<file path="config.mk">
export PLATFORM = sky130hd
export DESIGN_NAME = new_block_placer
export DESIGN_NICKNAME = d
export VERILOG_FILES = /design/src/rtl/game2048_pkg.sv /design/src/rtl/empty_mask_encoder.sv /design/src/rtl/new_block_placer.sv
export SDC_FILE = /design/constraint.sdc
export NUM_CORES = 1
export LEC_CHECK = 0
export CORE_MARGIN = 2
export CORE_UTILIZATION = 35
export CTS_CLUSTER_DIAMETER = 200
export DETAILED_ROUTE_END_ITERATION = 8
export GPL_ROUTABILITY_DRIVEN = 0
export HOLD_SLACK_MARGIN = 0.08
export PLACE_DENSITY = 0.68
export SYNTH_ARGS = -nofsm -noshare
export SYNTH_HDL_FRONTEND = slang
export SYNTH_SLANG_ARGS = --single-unit
</file>
<file path="constraint.sdc">
create_clock -name clk -period 4.8 [get_ports clk]
set_input_delay 0.72 -clock clk [delete_from_list [all_inputs] [get_ports clk]]
set_output_delay 0.72 -clock clk [all_outputs]
set_load 0.05 [all_outputs]
</file>
<file path="src/rtl/game2048_pkg.sv">
// Shared constants and types for the 2048 board datapath.
package game2048_pkg;

    localparam int CELLS  = 16;
    localparam int CELL_W = 4;
    localparam int POS_W  = 4;

    // Tile exponents: 0 marks an empty cell, 1 is a "2" tile, 2 is a "4" tile.
    localparam logic [CELL_W-1:0] EXP_EMPTY = 4'd0;
    localparam logic [CELL_W-1:0] EXP_TWO   = 4'd1;
    localparam logic [CELL_W-1:0] EXP_FOUR  = 4'd2;

    typedef enum logic [2:0] {
        ST_IDLE,
        ST_SNAP,
        ST_TRY,
        ST_SCAN,
        ST_WRITE,
        ST_FULL
    } placer_state_e;

endpackage

</file>
<file path="src/rtl/empty_mask_encoder.sv">
// Combinational board-to-occupancy encoder: bit i is set when cell i holds
// the empty exponent. Also used by the move logic for game-over detection.
module empty_mask_encoder
    import game2048_pkg::*;
#(
    parameter int N_CELLS = CELLS,
    parameter int C_W     = CELL_W
) (
    input  logic [N_CELLS*C_W-1:0] board_i,
    output logic [N_CELLS-1:0]     mask_o
);

    genvar gi;
    generate
        for (gi = 0; gi < N_CELLS; gi++) begin : g_cell
            // One comparator per cell against the empty exponent.
            assign mask_o[gi] = (board_i[gi*C_W +: C_W] == C_W'(EXP_EMPTY));
        end
    endgenerate

endmodule

</file>
<file path="src/rtl/new_block_placer.sv">
// Places one new tile after every move: snapshots the board, samples random
// positions until one hits an empty cell (falling back to a linear scan after
// MAX_TRIES misses) and issues a single write, or reports a full board.
module new_block_placer
    import game2048_pkg::*;
#(
    parameter int MAX_TRIES = 8
) (
    input  logic                    clk,
    input  logic                    rst,        // active-low, asynchronous
    input  logic                    start,
    input  logic [CELLS*CELL_W-1:0] board_in,
    input  logic [POS_W-1:0]        rand_pos,
    input  logic [CELL_W-1:0]       rand_exp,
    output logic [CELLS-1:0]        empty_mask,
    output logic                    wr_en,
    output logic [POS_W-1:0]        wr_addr,
    output logic [CELL_W-1:0]       wr_data,
    output logic                    busy,
    output logic                    done,
    output logic                    board_full
);

    localparam int TRY_W = (MAX_TRIES > 1) ? $clog2(MAX_TRIES) : 1;
    localparam logic [TRY_W-1:0] LAST_TRY = TRY_W'(MAX_TRIES - 1);

    placer_state_e             state_q;
    logic [CELLS*CELL_W-1:0]   board_q;
    logic [CELLS-1:0]          empty_mask_q;
    logic [TRY_W-1:0]          tries_q;
    logic [POS_W-1:0]          scan_idx_q;
    logic [POS_W-1:0]          wr_addr_q;
    logic [CELL_W-1:0]         wr_data_q;
    logic                      wr_en_q;
    logic                      done_q;
    logic                      full_q;

    logic [CELLS-1:0]          mask_d;
    logic [CELL_W-1:0]         exp_d;

    empty_mask_encoder #(
        .N_CELLS (CELLS),
        .C_W     (CELL_W)
    ) u_encoder (
        .board_i (board_q),
        .mask_o  (mask_d)
    );

    // Only "2" and "4" tiles may spawn; anything else from the generator becomes a "2".
    always_comb begin
        exp_d = EXP_TWO;
        if (rand_exp == EXP_TWO || rand_exp == EXP_FOUR) begin
            exp_d = rand_exp;
        end
    end

    // Placement FSM with registered strobes. The write/done strobes are set on
    // the edge leaving WRITE/FULL, so a start seen while done is still high is
    // the tail of the same request and is dropped.
    always_ff @(posedge clk or negedge rst) begin
        if (!rst) begin
            state_q      <= ST_IDLE;
            board_q      <= '0;
            empty_mask_q <= '0;
            tries_q      <= '0;
            scan_idx_q   <= '0;
            wr_addr_q    <= '0;
            wr_data_q    <= '0;
            wr_en_q      <= 1'b0;
            done_q       <= 1'b0;
            full_q       <= 1'b0;
        end else begin
            wr_en_q <= 1'b0;
            done_q  <= 1'b0;
            full_q  <= 1'b0;
            case (state_q)
                ST_IDLE: begin
                    if (start && !done_q) begin
                        board_q <= board_in;
                        state_q <= ST_SNAP;
                    end
                end
                ST_SNAP: begin
                    empty_mask_q <= mask_d;
                    if (mask_d == '0) begin
                        state_q <= ST_FULL;
                    end else begin
                        tries_q <= '0;
                        state_q <= ST_TRY;
                    end
                end
                ST_TRY: begin
                    if (empty_mask_q[rand_pos]) begin
                        wr_addr_q <= rand_pos;
                        wr_data_q <= exp_d;
                        state_q   <= ST_WRITE;
                    end else if (tries_q == LAST_TRY) begin
                        scan_idx_q <= rand_pos + POS_W'(1);
                        state_q    <= ST_SCAN;
                    end else begin
                        tries_q <= tries_q + TRY_W'(1);
                    end
                end
                ST_SCAN: begin
                    // Mask is known nonzero here, so this ends within CELLS cycles.
                    if (empty_mask_q[scan_idx_q]) begin
                        wr_addr_q <= scan_idx_q;
                        wr_data_q <= exp_d;
                        state_q   <= ST_WRITE;
                    end else begin
                        scan_idx_q <= scan_idx_q + POS_W'(1);
                    end
                end
                ST_WRITE: begin
                    wr_en_q <= 1'b1;
                    done_q  <= 1'b1;
                    state_q <= ST_IDLE;
                end
                ST_FULL: begin
                    full_q  <= 1'b1;
                    done_q  <= 1'b1;
                    state_q <= ST_IDLE;
                end
                default: state_q <= ST_IDLE;
            endcase
        end
    end

    assign empty_mask = empty_mask_q;
    assign wr_en      = wr_en_q;
    assign wr_addr    = wr_addr_q;
    assign wr_data    = wr_data_q;
    assign busy       = (state_q != ST_IDLE);
    assign done       = done_q;
    assign board_full = full_q;

endmodule

</file>
== Word level (Yosys, flattened, before mapping) ==
Index checks and enable logic that the tools add are counted.

* Add/subtract/negate cells: 3
* Order comparisons: 2
* Equal/unequal tests: 17
* Muxes and demuxes: 28
* Reductions and logical operators: 30

{| class="wikitable"
|+ Operators with widths
! operator !! number
|-
| 4-bit logical NOT || 16
|-
| 4-bit two-way mux || 8
|-
| 3-bit two-way mux || 8
|-
| 4-bit one-hot mux with 2 select lines || 3
|-
| 16-bit logical NOT || 1
|-
| 2-bit != test, second input constant || 8
|-
| 3-bit one-hot mux with 4 select lines || 1
|-
| 4-bit by 5-bit < comparator with 1-bit output, second input constant || 2
|-
| 3-bit equality test, second input constant || 3
|-
| 4-bit by 1-bit adder with 4-bit output, second input constant || 2
|-
| 1-bit binary-select mux with 4-bit select || 2
|-
| 4-bit AND reduction || 2
|-
| 3-bit by 2-bit equality test with 1-bit output, second input constant || 2
|-
| 3-bit one-hot mux with 2 select lines || 1
|-
| 3-bit AND reduction || 2
|-
| 1-bit two-way mux || 5
|-
| 4-bit by 1-bit equality test with 1-bit output, second input constant || 1
|-
| 4-bit by 2-bit equality test with 1-bit output, second input constant || 1
|-
| 2-bit nonzero test || 2
|-
| 3-bit by 1-bit adder with 3-bit output, second input constant || 1
|-
| 3-bit by 1-bit equality test with 1-bit output, second input constant || 1
|-
| 3-bit logical NOT || 1
|-
| 3-bit != test, second input constant || 1
|-
| 3-bit nonzero test || 1
|-
| other kinds (5) || 5
|}

* Bits of input ports: 75
* Output and inout port bits: 28
* Register bits: 101

== Longest topological paths before layout ==
* Depth in word-level cells: 5
* Depth in mapped cells: 9
* Mapped depth without buffers: 7

== By module ==
A second synthesis with hierarchy kept.

* Cell total of the unflattened synthesis: 324
* Area, all modules: 4,633.2 um2

{| class="wikitable"
|+ By module, submodules not included
! module !! area an instance (um2) !! times used !! cells an instance !! sequential area each (um2)
|-
| new_block_placer || 4,433.0 || 1 || 308 || 2,527.4
|-
| empty_mask_encoder || 200.2 || 1 || 16 || 0.0
|}

== Worst setup path before layout ==
Ideal clock, no wire load.

* Kind: input to register
* Start: input port rand_pos[1]
* End: register scan_idx_q[1]
* Arrival time: 2.389 ns
* Setup slack: 2.287 ns
* Cell stages on the path: 6
* Setup time: 0.125 ns
* Cell sequence: buf_2 -> mux4_2 -> a22oi_1 -> and4_2 -> nand2b_2 -> mux2_2

* Cells in the longest elaborated chain, start to end: 4
* Elaborated cells on any way between the ends: 8
* Classes of those cells: 1 x add/sub; 1 x eq/ne; 5 x mux; 1 x reduce/logical

{| class="wikitable"
|+ RTL lines
! element !! line !! source
|-
| start, declared || new_block_placer.sv:13 || <nowiki>input logic [POS_W-1:0] rand_pos,</nowiki>
|-
| 4-bit by 1-bit adder with 4-bit output or 1-bit binary-select mux with 4-bit select (tied branches) || new_block_placer.sv:98, new_block_placer.sv:93 ||
|-
| 4-bit two-way mux or 1-bit two-way mux (tied branches) || new_block_placer.sv:97, new_block_placer.sv:93 ||
|-
| 4-bit two-way mux or 2-bit != test (tied branches) || - ||
|-
| 4-bit one-hot mux with 2 select lines or 4-bit AND reduction (tied branches) || - ||
|-
| end signal, assigned || new_block_placer.sv:98 || <nowiki>scan_idx_q <= rand_pos + POS_W'(1);</nowiki>
|-
| end signal, assigned || new_block_placer.sv:111 || <nowiki>scan_idx_q <= scan_idx_q + POS_W'(1);</nowiki>
|-
| end, declared || new_block_placer.sv:31 || <nowiki>logic [POS_W-1:0] scan_idx_q;</nowiki>
|}

Parallel ways exist; a longest one is shown, timed or not. The select of a mux whose other input is x is not followed.
A chain may end at the register's enable or synchronous reset.

== Final worst setup path ==
Same ends and word-level chain as after synthesis.

==> summary.md <==
| Metric | Value |
|---|---|
| Outcome | `finished clean` |
| # port buffers | `102` |
| Comb power frac | `0.418` |
| Tot Pwr | `0.00382 W` |
| Clock buffer depth | `2` |
| WL per Instance | `16.0 um` |
| Main flop type after synthesis | `dfrtp_1` |
| Root Buffer | `clkbuf_16` |
| Clk Latency, worst-skew pair | `0.35 ns` |
| Post-CTS Setup Repair Bufs | `0` |
| CTS H-Tree Depth | `3` |
| Worst Path Class, Setup | `primary input to flop` |
| Worst Clk Skew | `0.00789 ns` |
| Ratio of cells with drive above 1 in the final layout | `0.226` |
| Sw Pwr | `0.00141 W` |
| Worst slew pin tran | `0.937 ns` |
| Syn Nets | `420` |
| DRT Wirelength | `9.86 mm` |
| Crit path time final | `2.85 ns` |
| Core outline area | `12600 um^2` |
| Grt total ovfl | `0` |
| Largest net degree at the start of global routing | `66` |
| First-pass GRT wire length | `16.7 mm` |
| Initial antenna violation count | `0` |
| First drt pass iteration count | `4` |
| Clk slew on worst S/H paths | `0.07 ns` |
| DR vias | `3030` |
| Post-DP HPWL | `7.37 mm` |
| Layout Nets | `519` |
| Starting Density | `0.359` |
| Peak Freq | `351 MHz` |
| Async SR Flop Fraction | `1.00` |
| Worst Path Required | `5.04 ns` |
| Remaining routing DRC violations | `0` |
| I/O Pins | `103` |
| Post-synthesis sequential area ratio | `0.558` |
| Hold_buf cts | `0` |
| Final setup fails | `0` |
| CP Buf/Inv Count | `1` |
| EDFF count, synth | `0` |
| Vias in the first global route | `3208` |
| Syn avg cell area | `13.2 um^2` |
| Die ar. | `13900 um^2` |
| CP max stage delay | `0.71 ns` |
| # fillers | `1197` |
| TritonCTS buffer count | `9` |
| Flip-flop and latch count after synthesis | `101` |
| Worst slew margin | `0.376` |
| Crit-path slowest cell | `clkdlybuf4s50_1` |
| CP Cell Sequence | `clkdlybuf4s50_1 > mux4_2 > a22oi_1 > and4_2 > nand2b_2 > mux2_2` |
| Total clock sinks | `101` |
| # diodes | `0` |
| RSZ-0062 raised after global routing | `no` |
| Cell Pwr Density | `643 nW/um^2` |
| Post-Syn Instances | `342` |
| CTS resizes | `0` |
| GRT Util Overall | `0.153` |
| Die width | `118 um` |
| Synth Warn # | `0` |
| Initial detailed-routing violation count | `64` |
| CP Data Arrival Time | `3.09 ns` |
| VDD IR max | `0.248 mV` |
| Antenna Nets Post-Route | `0` |
| Cell Area, Synth | `4530 um^2` |
| Pint | `0.00241 W` |
| Cell Rows | `41` |
| Crit path launch type | `primary input` |
| Fin. max-slew vios | `0` |
| Final worst-path cycle share | `0.594` |
| DR vias/cell | `4.90` |
| Setup TNS | `0 ns` |
| Reg power frac | `0.399` |
| Chip height | `118 um` |
| P&R area growth vs syn | `31.2%` |
| Library cells used by synthesis | `50` |
| P_leak | `2.51 nW` |
| Clk pwr share | `0.184` |
| MaxCap Viol Count | `0` |
| Fin. Hold Viols | `0` |
| CTS tree | `yes` |
| Worst path top cell family by delay | `multiplexers` |
| Critical Path Sink Type | `flop` |
| Crit path max fanout | `6` |
| Switching fraction of total power | `0.369` |
| Worst min-delay path class | `primary input to asynchronous set/reset pin` |
power groups by stage:
| stage | logic (W) | registers, W | clock network [W] |
|---|---|---|---|
| after global placement | 0.00158 | 0.00152 | 0 |
| after CTS | 0.00163 | 0.00153 | 0.000725 |
| after floorplan | 0.000950 | 0.00173 | 0 |
| after global routing | 0.00173 | 0.00159 | 0.000763 |
| final | 0.00160 | 0.00152 | 0.000703 |
| after detailed placement | 0.00162 | 0.00154 | 0 |
metal layers:
| metal | GRT usage | vias to the layer above | wire length, um |
|---|---|---|---|
| li1 | - | 1437 | - |
| met1 | 0.188 | 1507 | 4250 |
| met2 | 0.261 | 74 | 5010 |
| met3 | 0.0446 | 12 | 476 |
| met4 | 0.0444 | 0 | 122 |
| met5 | 0 | - | 0 |
placed cells by master (no fill, tap or decap), types with 3 or more instances in the layout:
| cell type | count |
|---|---|
| nand2_1 | 36 |
| and2_1 | 6 |
| or4_1 | 10 |
| mux2_2 | 65 |
| dfrtp_1 | 101 |
| clkdlybuf4s50_1 | 101 |
| clkbuf_16 | 9 |
| o21ai_0 | 10 |
| nor2b_1 | 7 |
| mux2_4 | 3 |
| nor2_1 | 7 |
| inv_1 | 7 |
| nor3b_1 | 3 |
| ha_1 | 3 |
| nor4_1 | 9 |
| nor3_1 | 3 |
| mux2i_1 | 11 |
| clkbuf_8 | 3 |
| mux4_2 | 6 |
worst paths after layout:
| kind | from | to | slack [ns] | cells past startpoint |
|---|---|---|---|---|
| worst min register to register | wr_data[3] | wr_data[3] | 0.49 | 1 |
| min in group clk | wr_data[3] | wr_data[3] | 0.49 | 1 |
| max in group asynchronous | rst | board_q[8] | 3.31 | 2 |
| worst max register to register | scan_idx_q[1] | wr_addr[1] | 2.56 | 5 |
| worst min-delay path | rst | board_q[24] | 0.47 | 1 |
| worst max-delay path | rand_pos[1] | scan_idx_q[1] | 1.95 | 6 |
stage by stage:
step | hold WS [ns] | setup slack (ns) | instances | util | cell area [um^2]
final | 0.468 | 1.95 | 618 | 0.471 | 5940
after global routing | 0.512 | 1.84 | 618 | 0.471 | 5940
after CTS | 0.493 | 1.97 | 618 | 0.471 | 5940
after detailed placement | 0.474 | 1.60 | 602 | 0.448 | 5650
after global placement | 0.470 | 1.63 | 602 | 0.448 | 5650
after floorplan | 0.424 | 2.29 | 342 | - | 4530
cell families after synthesis:
| family | after synthesis | synth area share |
|---|---|---|
| flops | 101 | 0.558 |
| compound gates | 34 | 0.0580 |
| mux | 85 | 0.226 |
| xor+xnor | 1 | 0.00193 |
| simple gates | 96 | 0.115 |
| buf+inv | 22 | 0.0326 |
| fa+ha+maj | 3 | 0.00829 |
sequential cells by signal, summed over array words and instances (netlist names):
register / flops
board_q: 64
wr_en: 1
board_full: 1
state_q: 3
scan_idx_q: 4
wr_addr: 4
done: 1
tries_q: 3
empty_mask: 16
wr_data: 4
Yosys cell counts, types with 2 or more instances:
cell type / n / share of area
a211oi_1: 2 / 0.0033
a21oi_1: 2 / 0.0022
a221o_1: 2 / 0.0044
a22oi_1: 2 / 0.0033
a31oi_1: 2 / 0.0028
and2_1: 6 / 0.0083
and3_2: 2 / 0.0033
buf_2: 2 / 0.0022
buf_6: 7 / 0.017
clkbuf_1: 5 / 0.0041
dfrtp_1: 101 / 0.56
ha_1: 3 / 0.0083
inv_1: 7 / 0.0058
mux2_2: 65 / 0.16
mux2_4: 3 / 0.0099
mux2i_1: 11 / 0.024
mux4_2: 6 / 0.030
nand2_1: 36 / 0.030
nand2b_1: 2 / 0.0028
nand4_1: 2 / 0.0028
nor2_1: 7 / 0.0058
nor2b_1: 7 / 0.0097
nor3_1: 3 / 0.0033
nor3b_1: 3 / 0.0050
nor4_1: 9 / 0.012
o21ai_0: 10 / 0.011
o22ai_1: 2 / 0.0028
o2bb2ai_1: 2 / 0.0039
or4_1: 10 / 0.017
area by class of cell:
cell class                 instances  area, um^2  share of cell area
inverter                           7        26.3             0.00442
tap                              172         215              0.0362
clock buffer                      13         270              0.0455
clock inverter                     3        18.8             0.00316
multi-input combinational        219        1860               0.313
sequential                       101        2530               0.425
timing repair buffer             103        1030               0.173
Note: power is estimated with default switching activity, not from simulation.
